### src/rtl/pc_fetch_gen.sv
`default_nettype none
// ============================================================================
//  Module      : pc_fetch_gen
//  Description : Fetch-PC generator. Issues icache requests over a valid/ready
//                handshake, takes prioritised redirects, discards stale
//                responses after a redirect and buffers one response in a skid
//                register while the IF/ID stage is held.
//  Revision    : 1.0 - initial release
// ============================================================================
module pc_fetch_gen #(
    parameter int                ADDR_W     = 32,
    parameter logic [ADDR_W-1:0] RESET_PC   = '0,
    parameter int                NUM_REDIR  = 2,
    parameter int                INST_BYTES = 4
) (
    input  logic                          clk,
    input  logic                          rst,
    input  logic [1:0]                    stall_i,
    input  logic [NUM_REDIR-1:0]          redir_valid_i,
    input  logic [NUM_REDIR*ADDR_W-1:0]   redir_pc_i,
    output logic                          req_valid_o,
    output logic [ADDR_W-1:0]             req_addr_o,
    input  logic                          req_ready_i,
    input  logic                          resp_valid_i,
    input  logic [31:0]                   resp_inst_i,
    output logic [ADDR_W-1:0]             pc_o,
    output logic [31:0]                   inst_o,
    output logic                          valid_o
);

    // Fetch sequencer states
    localparam logic [1:0] c_ST_REQ  = 2'd0;  // issue a request
    localparam logic [1:0] c_ST_WAIT = 2'd1;  // live response pending
    localparam logic [1:0] c_ST_DROP = 2'd2;  // stale response pending, discard it

    localparam logic [ADDR_W-1:0] c_PC_STEP = ADDR_W'(INST_BYTES);

    logic [1:0]        r_state;
    logic [ADDR_W-1:0] r_fetch_pc;
    logic              r_skid_valid;
    logic [ADDR_W-1:0] r_skid_pc;
    logic [31:0]       r_skid_inst;
    logic [ADDR_W-1:0] r_pc;
    logic [31:0]       r_inst;
    logic              r_valid;

    logic              w_any_redir;
    logic [ADDR_W-1:0] w_redir_pc;
    logic              w_fetched;
    logic              w_pass;
    logic              w_bubble;
    logic              w_req_valid;

    // Pick the lowest-index asserted redirect channel (scan downwards so index 0 wins)
    always_comb begin
        w_redir_pc = '0;
        for (int k = NUM_REDIR - 1; k >= 0; k--) begin
            if (redir_valid_i[k]) begin
                w_redir_pc = redir_pc_i[k*ADDR_W +: ADDR_W];
            end
        end
    end

    assign w_any_redir = |redir_valid_i;
    // 2'b11 falls into hold because it is neither pass nor bubble
    assign w_pass      = (stall_i == 2'b00);
    assign w_bubble    = (stall_i == 2'b10);
    // A live response for the current fetch_pc
    assign w_fetched   = (r_state == c_ST_WAIT) && resp_valid_i;
    // Requests are blocked while the skid is full so a response can never collide with it
    assign w_req_valid = (r_state == c_ST_REQ) && !r_skid_valid && !w_any_redir;

    assign req_valid_o = w_req_valid;
    assign req_addr_o  = r_fetch_pc;
    assign pc_o        = r_pc;
    assign inst_o      = r_inst;
    assign valid_o     = r_valid;

    // Fetch sequencer and fetch PC; a redirect overrides normal sequencing
    always_ff @(posedge clk or posedge rst) begin
        if (rst) begin
            r_state    <= c_ST_REQ;
            r_fetch_pc <= RESET_PC;
        end else if (w_any_redir) begin
            r_fetch_pc <= w_redir_pc;
            // An outstanding response that has not yet returned becomes stale
            if (((r_state == c_ST_WAIT) || (r_state == c_ST_DROP)) && !resp_valid_i) begin
                r_state <= c_ST_DROP;
            end else begin
                r_state <= c_ST_REQ;
            end
        end else begin
            case (r_state)
                c_ST_REQ: begin
                    if (w_req_valid && req_ready_i) begin
                        r_state <= c_ST_WAIT;
                    end
                end
                c_ST_WAIT: begin
                    if (resp_valid_i) begin
                        r_state    <= c_ST_REQ;
                        r_fetch_pc <= r_fetch_pc + c_PC_STEP;
                    end
                end
                c_ST_DROP: begin
                    if (resp_valid_i) begin
                        r_state <= c_ST_REQ;
                    end
                end
                default: begin
                    r_state <= c_ST_REQ;
                end
            endcase
        end
    end

    // Skid buffer and decode-facing output registers
    always_ff @(posedge clk or posedge rst) begin
        if (rst) begin
            r_skid_valid <= 1'b0;
            r_skid_pc    <= '0;
            r_skid_inst  <= '0;
            r_pc         <= '0;
            r_inst       <= '0;
            r_valid      <= 1'b0;
        end else if (w_any_redir) begin
            // Anything buffered belongs to the old path
            r_skid_valid <= 1'b0;
            r_valid      <= 1'b0;
        end else if (w_pass) begin
            if (r_skid_valid) begin
                r_pc         <= r_skid_pc;
                r_inst       <= r_skid_inst;
                r_valid      <= 1'b1;
                r_skid_valid <= 1'b0;
            end else if (w_fetched) begin
                r_pc    <= r_fetch_pc;
                r_inst  <= resp_inst_i;
                r_valid <= 1'b1;
            end else begin
                r_valid <= 1'b0;
            end
        end else begin
            // Hold or bubble: park a newly fetched instruction in the skid
            if (w_fetched) begin
                r_skid_valid <= 1'b1;
                r_skid_pc    <= r_fetch_pc;
                r_skid_inst  <= resp_inst_i;
            end
            if (w_bubble) begin
                r_pc    <= '0;
                r_inst  <= '0;
                r_valid <= 1'b0;
            end
        end
    end

endmodule
`default_nettype wire
### config.mk
export PLATFORM = sky130hd
export DESIGN_NAME = pc_fetch_gen
export DESIGN_NICKNAME = d
export VERILOG_FILES = /design/src/rtl/pc_fetch_gen.sv
export SDC_FILE = /design/constraint.sdc
export NUM_CORES = 1
export LEC_CHECK = 0
export BUFFER_PORTS_ARGS = -buffer_cell sky130_fd_sc_hd__buf_4
export CORE_ASPECT_RATIO = 1.2
export CORE_MARGIN = 2
export CORE_UTILIZATION = 49
export CTS_CLUSTER_SIZE = 12
export DETAILED_ROUTE_END_ITERATION = 8
export PLACE_DENSITY = 0.77
export SLEW_MARGIN = 40
export SYNTH_ARGS = -nofsm -noshare
export SYNTH_HDL_FRONTEND = slang
export SYNTH_SLANG_ARGS = --single-unit
### constraint.sdc
create_clock -name clk -period 4.5 [get_ports clk]
set_input_delay 0.225 -clock clk [delete_from_list [all_inputs] [get_ports clk]]
set_output_delay 0.225 -clock clk [all_outputs]
set_load 0.02 [all_outputs]
After elaboration in Yosys (flattened, before gate mapping)
Index checks and enable logic that the tools add are counted.
{"block": "totals", "regBits": 164, "in_bits": 104, "elab_cells": 64}
{"block": "op_classes", "add_sub_neg": 1, "eq_ne": 6, "muxes": 25, "bitwise_logic": 2, "reduce_logical": 22}
{"op": "two-way mux 32 bit", "count": 12}
{"op": "adder 32 x 3 -> 32 bit (second input constant)", "count": 1}
{"op": "two-way mux 1 bit", "count": 8}
{"op": "two-way mux 2 bit", "count": 4}
{"op": "AND reduction 3 bit", "count": 2}
{"op": "nonzero test 2 bit", "count": 3}
{"op": "nonzero test 3 bit", "count": 2}
{"op": "logical AND 1 bit", "count": 5}
{"op": "equality test 2 bit (second input constant)", "count": 2}
{"op": "logical NOT 2 bit", "count": 2}
{"op": "one-hot mux 2 bit (2 select lines)", "count": 1}
{"op": "AND reduction 2 bit", "count": 2}
{"op": "OR reduction 2 bit", "count": 2}
{"op": "logical NOT 1 bit", "count": 3}
{"op": "!= test 3 x 1 -> 1 bit (second input constant)", "count": 1}
{"op": "!= test 3 x 2 -> 1 bit (second input constant)", "count": 1}
{"op": "!= test 3 bit (second input constant)", "count": 1}
{"op": "equality test 2 x 1 -> 1 bit (second input constant)", "count": 1}
{"op": "NOT 1 bit", "count": 2}
{"op": "logical OR 1 bit", "count": 1}

Logic depth before layout (Yosys ltp)
{"block": "depth", "word_depth": 7, "ltp_mapped": 10}

Worst setup path after synthesis
Ideal clock, no wire load.
{"block": "synth_path", "path_type": "flip-flop to flip-flop", "start": "reg r_state[0]", "end": "reg r_skid_inst[0]", "setup_time_ns": 0.125, "arrival_time_ns": 1.717, "required_time_ns": 4.375, "setup_slack_ns": 2.658, "stages_incl_launch_ff": 8, "path_buffers": 3, "synth_period_minus_slack_ns": 1.842, "cell_sequence": "dfrtp_1 -> ha_1 -> and2_1 -> buf_4 -> nand3_1 -> buf_2 -> buf_2 -> mux2_2"}
{"block": "synth_via", "elab_chain_cells": 3}
{"item": "start: declaration", "line": "38", "text": "logic [1:0] r_state;"}
{"item": "start signal: assignment", "line": "82", "text": "r_state <= c_ST_REQ;"}
{"item": "start signal: assignment", "line": "88", "text": "r_state <= c_ST_DROP;"}
{"item": "start signal: assignment", "line": "90", "text": "r_state <= c_ST_REQ;"}
{"item": "equality test 2 x 1 -> 1 bit", "line": "69", "text": "assign w_fetched = (r_state == c_ST_WAIT) && resp_valid_i;"}
{"item": "logical AND 1 bit", "line": "69"}
{"item": "AND reduction 3 bit (no source line)"}
{"item": "end signal: assignment", "line": "148", "text": "r_skid_inst <= resp_inst_i;"}
{"item": "end: declaration", "line": "42", "text": "logic [31:0] r_skid_inst;"}
No other way between the ends.
A chain may end at the register's enable or synchronous reset.

Final worst setup path
{"block": "layout_path", "start": "reg r_state[0]", "end": "reg r_pc[1], in the netlist pc_o[1]"}
{"block": "layout_via", "elab_chain_cells": 4}
{"item": "equality test 2 x 1 -> 1 bit", "line": "69"}
{"item": "logical AND 1 bit", "line": "69"}
{"item": "!= test 3 bit (no source line)"}
{"item": "AND reduction 3 bit (no source line)"}
{"item": "end signal: assignment", "line": "132", "text": "r_pc <= r_skid_pc;"}
{"item": "end signal: assignment", "line": "137", "text": "r_pc <= r_fetch_pc;"}
{"item": "end: declaration", "line": "43", "text": "logic [ADDR_W-1:0] r_pc;"}
No other way between the ends.

==> results_dict.tcl <==
set metrics [dict create \
    outcome "finished, final reports clean" \
    drc 0 \
    dp_slack_ns 1.57 \
    synth_edf_count 0 \
    min_to "req_addr_o[4]" \
    seq_area_frac_synth_pct 50.0 \
    min_path_type "primary input to register" \
    syn_nets 818 \
    synth_xor_area_share_pct 1.49 \
    clkPwrFrac_pct 35.8 \
    vias_per_cell 5.58 \
    synthDistinctLibCells 53 \
    io_buffers 201 \
    clkSinkCount 164 \
    hold_start "redir_pc_i[4]" \
    power.net_switching_uw 1160 \
    die_y_um 146 \
    cp.arrival_ns 3.28 \
    layout_commonest_cell "buf_4" \
    synth-main-ff-cell "dfrtp_1" \
    fmax_mhz 339 \
    path_clk_slew_ns 0.06 \
    r2r_end "pc_o[1]" \
    synthArstFlopShare_pct 100 \
    synth_top_family_by_area "multiplexers" \
    final-setup-viol-count 0 \
    powerDensity_mw_per_mm2 393 \
    ys_ff_latch 164 \
    seqPwrFrac_pct 45.0 \
    endpoint_kind "register" \
    slowest_stage "buf_4" \
    htree_num_levels 4 \
    route.vias.total 6206 \
    required_ns 4.83 \
    critPathLaunchType "register" \
    switching_share_pct 28.1 \
    grt_antenna_before_repair 0 \
    area_growth_pct 27.7 \
    path_cells "ha_1 -> and2_1 -> nor3_1 -> or3_4 -> buf_12 -> buf_4 -> nand2_1 -> o31ai_2" \
    worst_slack_ns 1.55 \
    tightest_slew_ns 0.856 \
    io_pins 202 \
    ir_drop_mv 0.254 \
    grt_overflow 0 \
    leakagePower_uw 0.00475 \
    syn_inst 711 \
    hold_path_depth 3 \
    post-cts-setup-buffers 0 \
    synth-compound-area-share_pct 16.9 \
    tns_ns 0 \
    place_inst 1078 \
    layout-drive-gt1-share_pct 41.6 \
    synth_simple_gate_area_share_pct 10.2 \
    num_rows 51 \
    fp.dieW_um 122 \
    p_int_uw 2960 \
    hold_viol_final 0 \
    cts_tree "built" \
    layoutNonFillerInstCount 1113 \
    place.gp.congestion 0.798 \
    cts_resized 0 \
    grt_max_degree 142 \
    layout_common_cells "204 x buf_4, 163 x dfrtp_1, 93 x nand2_1" \
    cts_buffer_depth 2 \
    regToRegSetupSlack_ns 1.55 \
    clock_latency_ns 0.42 \
    period_share_pct 65.6 \
    ctsHoldBuffers 3 \
    n_antenna_cell 0 \
    wl_per_cell_um 18.0 \
    drtIter0Drc 405 \
    cts_root_buffer "clkbuf_16" \
    grt_util_all_layers_pct 23.0 \
    synth_fa_ha_area_share_pct 0.457 \
    first_pass_iters 6 \
    numCtsBuffers 17 \
    coreArea_mm2 0.0163 \
    fin_skew_ns 0.00932 \
    layout_min_cycle_time_ns 2.95 \
    rsz0062_at_grt "false" \
    netlist_area_mm2 0.00821 \
    fill_cells 1363 \
    reg2regPathDepth 8 \
    crit_fanout 46 \
    final_max_slew_viol_count 0 \
    synth_warnings 0 \
    die-area_mm2 0.0178 \
    r2r_start "r_state[0]" \
    dp_hpwl_um 13700 \
    critPathBufInv 2 \
    grt_pass1_wl_um 32100 \
    comb_power_share_pct 19.1 \
    critPathKind "register to register" \
    fin_nets 995 \
    antenna_left 0 \
    maxCapViolations 0 \
    synth_mux_area_share_pct 16.9 \
    critical_path.top_delay_family "simple AND/OR/NAND/NOR gates" \
    crit_path_max_incr_delay_ns 0.54 \
    synth.avg_cell_area_um2 11.5 \
    wirelength_um 20100 \
    slew_headroom_pct 42.9 \
    first_global_vias 6165 \
    start_util_pct 50.3 \
]
-- power groups by stage --
stage          registers, uW  logic [uW]  clock network (uW)
6_report                1850         789                1480
5_1_grt                 1880         857                1560
4_1_cts                 1850         797                1500
3_5_place_dp            1880         792                   0
3_3_place_gp            1870         773                   0
2_1_floorplan           1940         388                   0
-- worst max path at each step --
| stage | depth (start not counted) | slack [ns] | endpoint | from |
|---|---|---|---|---|
| 3_3_place_gp | 7 | 1.51 | pc_o[0] | r_state[0] |
| 5_1_grt | 8 | 1.30 | pc_o[7] | r_state[0] |
| 4_1_cts | 8 | 1.55 | pc_o[7] | r_state[0] |
| 3_5_place_dp | 8 | 1.57 | pc_o[1] | r_state[0] |
| 6_report | 8 | 1.55 | pc_o[1] | r_state[0] |
| 2_1_floorplan | 1 | 2.19 | inst_o[0] | rst |
-- state kept, by name, summed over array words and instances (netlist names) --
register      cells
r_state           2
r_skid_pc        32
pc_o             32
r_skid_valid      1
req_addr_o       32
r_skid_inst      32
valid_o           1
inst_o           32
-- stage by stage --
step	util [%]	cell area (um^2)	hold WS [ns]	power, uW
detailed placement	60.3	9850	0.303	2670
CTS	64.2	10500	0.000495	4150
finish	64.2	10500	0.0154	4120
global route	64.2	10500	0.0245	4300
global placement	59.8	9770	0.305	2640
floorplan	-	8210	0.346	2330
-- cell type report --
class | count | area [um^2] | area share (%)
clock buffers | 20 | 447 | 4.26
clock inverters | 12 | 156 | 1.49
inverters | 9 | 37.5 | 0.358
multi-input cells | 483 | 3800 | 36.2
flip-flops and latches | 164 | 4110 | 39.2
well taps | 212 | 265 | 2.53
repair buffers | 213 | 1670 | 15.9
-- worst reg2reg max path: stages, from the launching register on --
cell,delay [ns]
dfrtp_1,0.40
ha_1,0.24
and2_1,0.37
nor3_1,0.23
or3_4,0.50
buf_12,0.32
buf_4,0.54
nand2_1,0.18
o31ai_2,0.08
-- per-layer routing --
layer | track usage, % | vias to the layer above | share of wire, %
li1 | - | 2948 | -
met1 | 29.8 | 3004 | 43
met2 | 38.2 | 224 | 50
met3 | 3.64 | 30 | 5.0
met4 | 9.20 | 0 | 2.5
met5 | 0 | - | 0
-- synth_stat cells (all sizes together), types with 2 or more instances --
cell type	count	area share, %
a22o	2	0.21
nand4	11	1.2
xor2	11	1.2
o31ai	66	9.4
nor4	2	0.34
o21ai	30	1.8
a31o	2	0.21
and2	3	0.23
o22a	4	0.43
a21oi	16	0.98
nand2b	2	0.15
inv	9	0.41
clkbuf	23	1.1
a41oi	2	0.21
nor3	7	0.69
a31oi	7	0.53
ha	3	0.46
nand2	93	4.3
o22ai	10	0.76
nand3	18	1.2
nor2	22	1.0
mux2i	67	8.2
and3	8	0.61
a221o	2	0.24
xnor2	3	0.32
a211oi	2	0.18
mux2	64	8.8
buf	32	2.5
a21o	2	0.18
o2bb2ai	3	0.32
a22oi	11	1.0
or2	2	0.15
dfrtp	164	50
-- cell families after synthesis --
family	Yosys count
simple gates	173
mux	131
compound gates	162
xor+xnor	14
buf+inv	64
fa+ha+maj	3
flops	164
Note: power is estimated with default switching activity, not from simulation.
